**config.mk**
```make
export PLATFORM = sky130hd
export DESIGN_NAME = parity_frame_rx
export DESIGN_NICKNAME = d
export VERILOG_FILES = /design/src/rtl/parity_frame_rx.sv
export SDC_FILE = /design/constraint.sdc
export NUM_CORES = 1
export LEC_CHECK = 0
export CORE_AREA = 2 2 60 45
export DETAILED_ROUTE_END_ITERATION = 10
export DIE_AREA = 0 0 62 47
export PLACE_DENSITY = 0.78
export SKIP_CTS_REPAIR_TIMING = 1
export SYNTH_ARGS = -nofsm -noshare
export SYNTH_HDL_FRONTEND = slang
export SYNTH_SLANG_ARGS = --single-unit
```
**constraint.sdc**
```tcl
create_clock -name clk -period 4.39 [get_ports clk]
set_input_delay 0.878 -clock clk [delete_from_list [all_inputs] [get_ports clk]]
set_output_delay 0.878 -clock clk [all_outputs]
set_load 0.005 [all_outputs]
```
**src/rtl/parity_frame_rx.sv**
```systemverilog
// Serial frame receiver: start bit, DATA_W data bits LSB first, parity bit, stop bit.
// Delivers the parallel word with parity and framing error flags and a one-cycle valid pulse.
module parity_frame_rx #(
  parameter int DATA_W = 8,
  parameter bit ODD    = 1'b0
) (
  input  logic              clk,
  input  logic              reset,
  input  logic              x,
  input  logic              bit_en,
  output logic [DATA_W-1:0] dout,
  output logic              valid,
  output logic              par_err,
  output logic              frm_err,
  output logic              busy,
  output logic              z
);

  localparam int CW = $clog2(DATA_W + 1);
  localparam logic [CW-1:0] LAST_BIT = CW'(DATA_W - 1);

  typedef enum logic [1:0] {
    IDLE   = 2'd0,
    DATA   = 2'd1,
    PARITY = 2'd2,
    STOP   = 2'd3
  } state_t;

  state_t            state_q;
  logic [CW-1:0]     cnt_q;
  logic [DATA_W-1:0] shift_q;
  logic [DATA_W-1:0] dout_q;
  logic              z_q;
  logic              p_q;
  logic              valid_q;
  logic              par_err_q;
  logic              frm_err_q;
  logic              busy_q;

  always_ff @(posedge clk or negedge reset) begin
    if (!reset) begin
      state_q   <= IDLE;
      cnt_q     <= '0;
      shift_q   <= '0;
      dout_q    <= '0;
      z_q       <= 1'b0;
      p_q       <= 1'b0;
      valid_q   <= 1'b0;
      par_err_q <= 1'b0;
      frm_err_q <= 1'b0;
      busy_q    <= 1'b0;
    end else begin
      valid_q <= 1'b0;
      if (bit_en) begin
        case (state_q)
          IDLE: begin
            if (x) begin
              state_q <= DATA;
              cnt_q   <= '0;
              z_q     <= 1'b0;
              busy_q  <= 1'b1;
            end
          end
          DATA: begin
            // Right shift: after DATA_W samples the first bit sits at position 0.
            shift_q <= {x, shift_q[DATA_W-1:1]};
            z_q     <= z_q ^ x;
            cnt_q   <= cnt_q + 1'b1;
            if (cnt_q == LAST_BIT) begin
              state_q <= PARITY;
            end
          end
          PARITY: begin
            p_q     <= x;
            state_q <= STOP;
          end
          STOP: begin
            // The stop sample never starts a new frame, even when it is 1.
            dout_q    <= shift_q;
            par_err_q <= ((z_q ^ p_q) != ODD);
            frm_err_q <= x;
            valid_q   <= 1'b1;
            busy_q    <= 1'b0;
            state_q   <= IDLE;
          end
          default: begin
            state_q <= IDLE;
            busy_q  <= 1'b0;
          end
        endcase
      end
    end
  end

  assign dout    = dout_q;
  assign valid   = valid_q;
  assign par_err = par_err_q;
  assign frm_err = frm_err_q;
  assign busy    = busy_q;
  assign z       = z_q;

endmodule

```
==> Word-level counts from Yosys, hierarchy flattened <==
Cells that the tools add are included.
{ "op_classes": {"addsub": 1, "n_mul": 0, "n_div": 0, "n_lt_le_gt_ge": 0, "n_eq_ne": 6, "n_shift": 0, "n_mux": 11, "bitwise_logic": 2, "reduce_logical": 9} }
{ "ops": {"columns": ["cell", "n"], "rows": [
  ["3-bit AND reduction", 3],
  ["2-bit case mux with 4 select lines", 1],
  ["4-bit case mux with 2 select lines", 1],
  ["2-bit AND reduction", 3],
  ["4-bit by 1-bit adder with 4-bit output, second input constant", 1],
  ["2-bit equality test, second input constant", 2],
  ["4-bit by 3-bit equality test with 1-bit output, second input constant", 1],
  ["1-bit 2-to-1 mux", 4],
  ["2-bit 2-to-1 mux", 2],
  ["4-bit 2-to-1 mux", 1],
  ["2-bit inequality test, second input constant", 2],
  ["1-bit case mux with 2 select lines", 2],
  ["2-bit nonzero test", 2],
  ["2-bit by 1-bit equality test with 1-bit output, second input constant", 1],
  ["2-bit zero test", 1],
  ["1-bit XOR", 2]
]} }
{ "totals": {"reg_bits": 28, "latch_bits": 0, "ram_bits": 0, "mem_bits_ro": 0, "input_bits": 4, "output_inout_bits": 13, "word_cells": 39, "memories": 0} }

==> Logic depth before layout (Yosys ltp) <==
{ "logic_depth": {"depth_word": 3, "mapped_depth": 6} }

==> Worst setup path after synthesis <==
OpenSTA, ideal clock, no wires.
{ "synth_timing": {"path_kind": "input to register", "start": "in bit_en", "end": "reg cnt_q[3]", "arrival_ns": 1.741, "path_slack_ns": 2.525, "cell_stages": 4, "path_cell_list": "buf_2 -> inv_2 -> or3_4 -> a211o_1"} }
{ "synth_between": {"elab_chain_cells": 1} }
{ "synth_lines": {"columns": ["element", "line", "text"], "rows": [
  ["start, declared", "10", "input logic bit_en,"],
  ["3-bit AND reduction (no source line)", null, null],
  ["end signal, assigned", "68", "cnt_q <= cnt_q + 1'b1;"],
  ["end, declared", "30", "logic [CW-1:0] cnt_q;"]
]} }
Every way passes these cells.
A chain may end at the register's enable or synchronous reset.

==> Final worst setup path <==
{ "layout_timing": {"start": "reg z_q (netlist: z)", "end": "out z"} }
{ "layout_lines": {"columns": ["element", "line", "text"], "rows": [
  ["start, declared", "33", "logic z_q;"],
  ["start signal, assigned", "67", "z_q <= z_q ^ x;"],
  ["end, declared", "16", "output logic z"]
]} }
No word-level cell between the ends.

==> summary.md <==
| Metric | Value |
|---|---|
| Tot GR Track Use | `14.6%` |
| Buf/Inv on CP | `1` |
| DIE AREA | `approximately 0.003 sq mm` |
| EDFF count, synth | `0` |
| Logic pwr share | `between 30% and 40%` |
| Via count | `740` |
| CP peak stage delay | `between 0.5 and 0.6 ns` |
| Diode count | `0` |
| Ys flop type | `dfrtp_1` |
| Post-layout util | `between 60 and 70%` |
| RSZ-0062 raised after global routing | `no` |
| H-tree depth | `1` |
| Synth top area cells | `dfrtp_1 58%, mux2_2 17%, ha_1 6.2%` |
| Setup CP Type | `flip-flop to output port` |
| Clock Skews | `0.000977 ns` |
| Later-pin clock latency in the skew report | `approximately 0.32 ns` |
| Flop2flop setup slack | `about 2.6 ns` |
| DR WL/cell | `between 10 and 15 um` |
| Met2 Track Usage GR | `22.3%` |
| Pint | `between 0.0007 and 0.0008 W` |
| Root buffer cell | `clkbuf_4` |
| Top-count cell post-synth | `dfrtp_1` |
| Hpwl dp | `~1.3 mm` |
| Layout area overhead | `20.3%` |
| Core footprint | `0.00235 sq mm` |
| Yosys Warn Count | `0` |
| Tmin final | `2.15 ns` |
| Cell area power density | `681 mW/mm^2` |
| Cts bufs inserted | `3` |
| Die height | `roughly 47 um` |
| Worst IR drop on VDD | `about 0.00034 V` |
| DR iter-0 viols | `33` |
| Synth cell count leaders | `28 x dfrtp_1, 18 x mux2_2, 8 x nand2_1` |
| DR vias/cell | `a little over 5` |
| Clock buffer depth | `2` |
| Io pins | `17` |
| Final Cycle Share | `between 40% and 50%` |
| Status | `complete, no violations` |
| Average cell area after synthesis | `between 10 and 15 sq um` |
| Post-place instance area | `0.00141 sq mm` |
| Clock power share | `around 17%` |
| Static leakage | `between 0.6 and 0.7 nW` |
| MaxCap Viol Count | `0` |
| Critical path peak fanout | `4` |
| Final Hold Viols | `0` |
| Startpoint type of the worst setup path | `flip-flop` |
| Worst Tran Pin Value | `a little under 0.5 ns` |
| F_max | `about 0.47 GHz` |
| Syn Inst Count | `a little over 90` |
| Number of antenna violations at the first check in global routing | `0` |
| Most Crowded Layer GR | `met2` |
| Final Max Slew Viols | `0` |
| Post-Layout Cell Count | `144` |
| Gr ovfl total | `0` |
| Layout Nets | `121` |
| Placed Cells | `140` |
| WP data required | `3.51 ns` |
| Clock sink total | `28` |
| Ys async rst share | `between 90% and 100%` |
| Die Wd | `roughly 62 um` |
| Largest net degree at the start of global routing | `29` |
| Cell Rows | `15` |
| Critical path endpoint category | `output port` |
| Worst min-delay path category | `flip-flop to flip-flop` |
| GR Util met1 | `between 10% and 20%` |
| Yosys top cell by area | `dfrtp_1` |
| DRC violations left | `0` |
| Crit path DAT | `1.27 ns` |
| Setup Viol. Count Final | `0` |
| Netlist cell types | `25` |
| Routed Antenna Nets | `0` |
| Number of global-route vias before repair | `670` |
| Seq cells post-synth | `28` |
| Crit path cell chain | `clkdlybuf4s50_1` |
| Setup TNS | `0 ns` |
| Initial Utilization | `roughly 52%` |
| Final WS setup | `between 2 and 2.5 ns` |
| Slew HR | `67.5%` |
| Post-place setup slack | `1.98 ns` |
| Drt total wl | `about 1.8 mm` |
| Post-synth net total | `about 100` |
| CTS tree | `yes` |
| Met3 usage | `~5.8%` |
| Drt pass-1 iters | `4` |
| Gpl congestion | `roughly 0.9` |
| Sw Ratio | `between 20% and 30%` |
| Area of the mapped netlist | `approximately 0.0012 sq mm` |
| Flop pwr share | `about 45%` |
| Global-route wire length before repair | `3.02 mm` |
| Seq/Total Area, Yosys | `a little under three fifths` |
| Psw | `roughly 0.0003 W` |
| Share of layout cells above drive strength 1 | `24.5%` |
| Yosys top cell area share | `~58%` |
| PortBufs | `16` |
| Worst-path clk slew | `~0.14 ns` |
| CP top delay family | `buffers and inverters` |
| Slowest stage cell on the critical path | `clkdlybuf4s50_1` |
| Final instance area | `about 0.0015 sq mm` |
-- power groups by stage --
stage / logic, W / registers, W / clock network [W]
2_1_floorplan: 0.000235 / 0.000445 / 0
3_3_place_gp: 0.000375 / 0.000450 / 0
3_5_place_dp: 0.000388 / 0.000455 / 0
4_1_cts: 0.000391 / 0.000449 / 0.000169
5_1_grt: 0.000427 / 0.000466 / 0.000180
6_report: 0.000385 / 0.000449 / 0.000164
-- final timing paths --
check,endpoint,cells after the start,start
max in group asynchronous,cnt_q[3],2,reset
worst max register to register,cnt_q[3],5,state_q[0]
worst max-delay path,z,1,z
min in group asynchronous,p_q,2,reset
worst min register to register,par_err,2,par_err
worst min-delay path,par_err,2,par_err
-- cells in the final DEF (no fill, tap or decap), types with 2 or more instances in the layout --
master	count
nor2_1	3
ha_1	6
mux2_2	18
nand2_1	8
o21ai_0	4
nand3b_1	2
dfrtp_1	28
nand3_1	2
inv_1	3
clkdlybuf4s50_1	16
clkbuf_4	3
-- layer usage --
layer  part of all wire, %  wire [um]  up-vias
met5                     0          0        -
met4                  0.44          8        0
met3                   6.0        109        3
met2                    42        770       21
met1                    51        936      356
li1                      -          -      360
-- sequential cells by signal, indices dropped and copies added (netlist names) --
signal	flops
dout	8
z	1
state_q	2
shift_q	8
cnt_q	4
valid	1
frm_err	1
par_err	1
busy	1
p_q	1
-- area by class of cell --
| type | count | area, sq um |
|---|---|---|
| multi-input combinational | 57 | 487 |
| tap | 34 | 42.5 |
| fill | 186 | 881 |
| inverter | 4 | 15.0 |
| sequential | 28 | 701 |
| timing repair buffer | 17 | 168 |
| clock inverter | 1 | 30.0 |
| clock buffer | 3 | 22.5 |
-- metrics by stage --
stage	power, W	hold slack [ns]
2_1_floorplan	0.000680	0.461
3_3_place_gp	0.000825	0.467
3_5_place_dp	0.000843	0.470
4_1_cts	0.00101	0.502
5_1_grt	0.00107	0.543
6_report	0.000998	0.498
-- cell families (layout without fill, tap and decap cells) --
| logic type | after synthesis | count (layout) | synth area share [%] |
|---|---|---|---|
| fa+ha+maj | 6 | 6 | 6.17 |
| compound gates | 11 | 11 | 6.58 |
| flops | 28 | 28 | 57.6 |
| buf+inv | 7 | 25 | 2.47 |
| mux | 20 | 20 | 18.4 |
| xor+xnor | 1 | 1 | 0.720 |
| simple gates | 19 | 19 | 8.12 |
No activity file was read; power rests on OpenSTA's default activity.
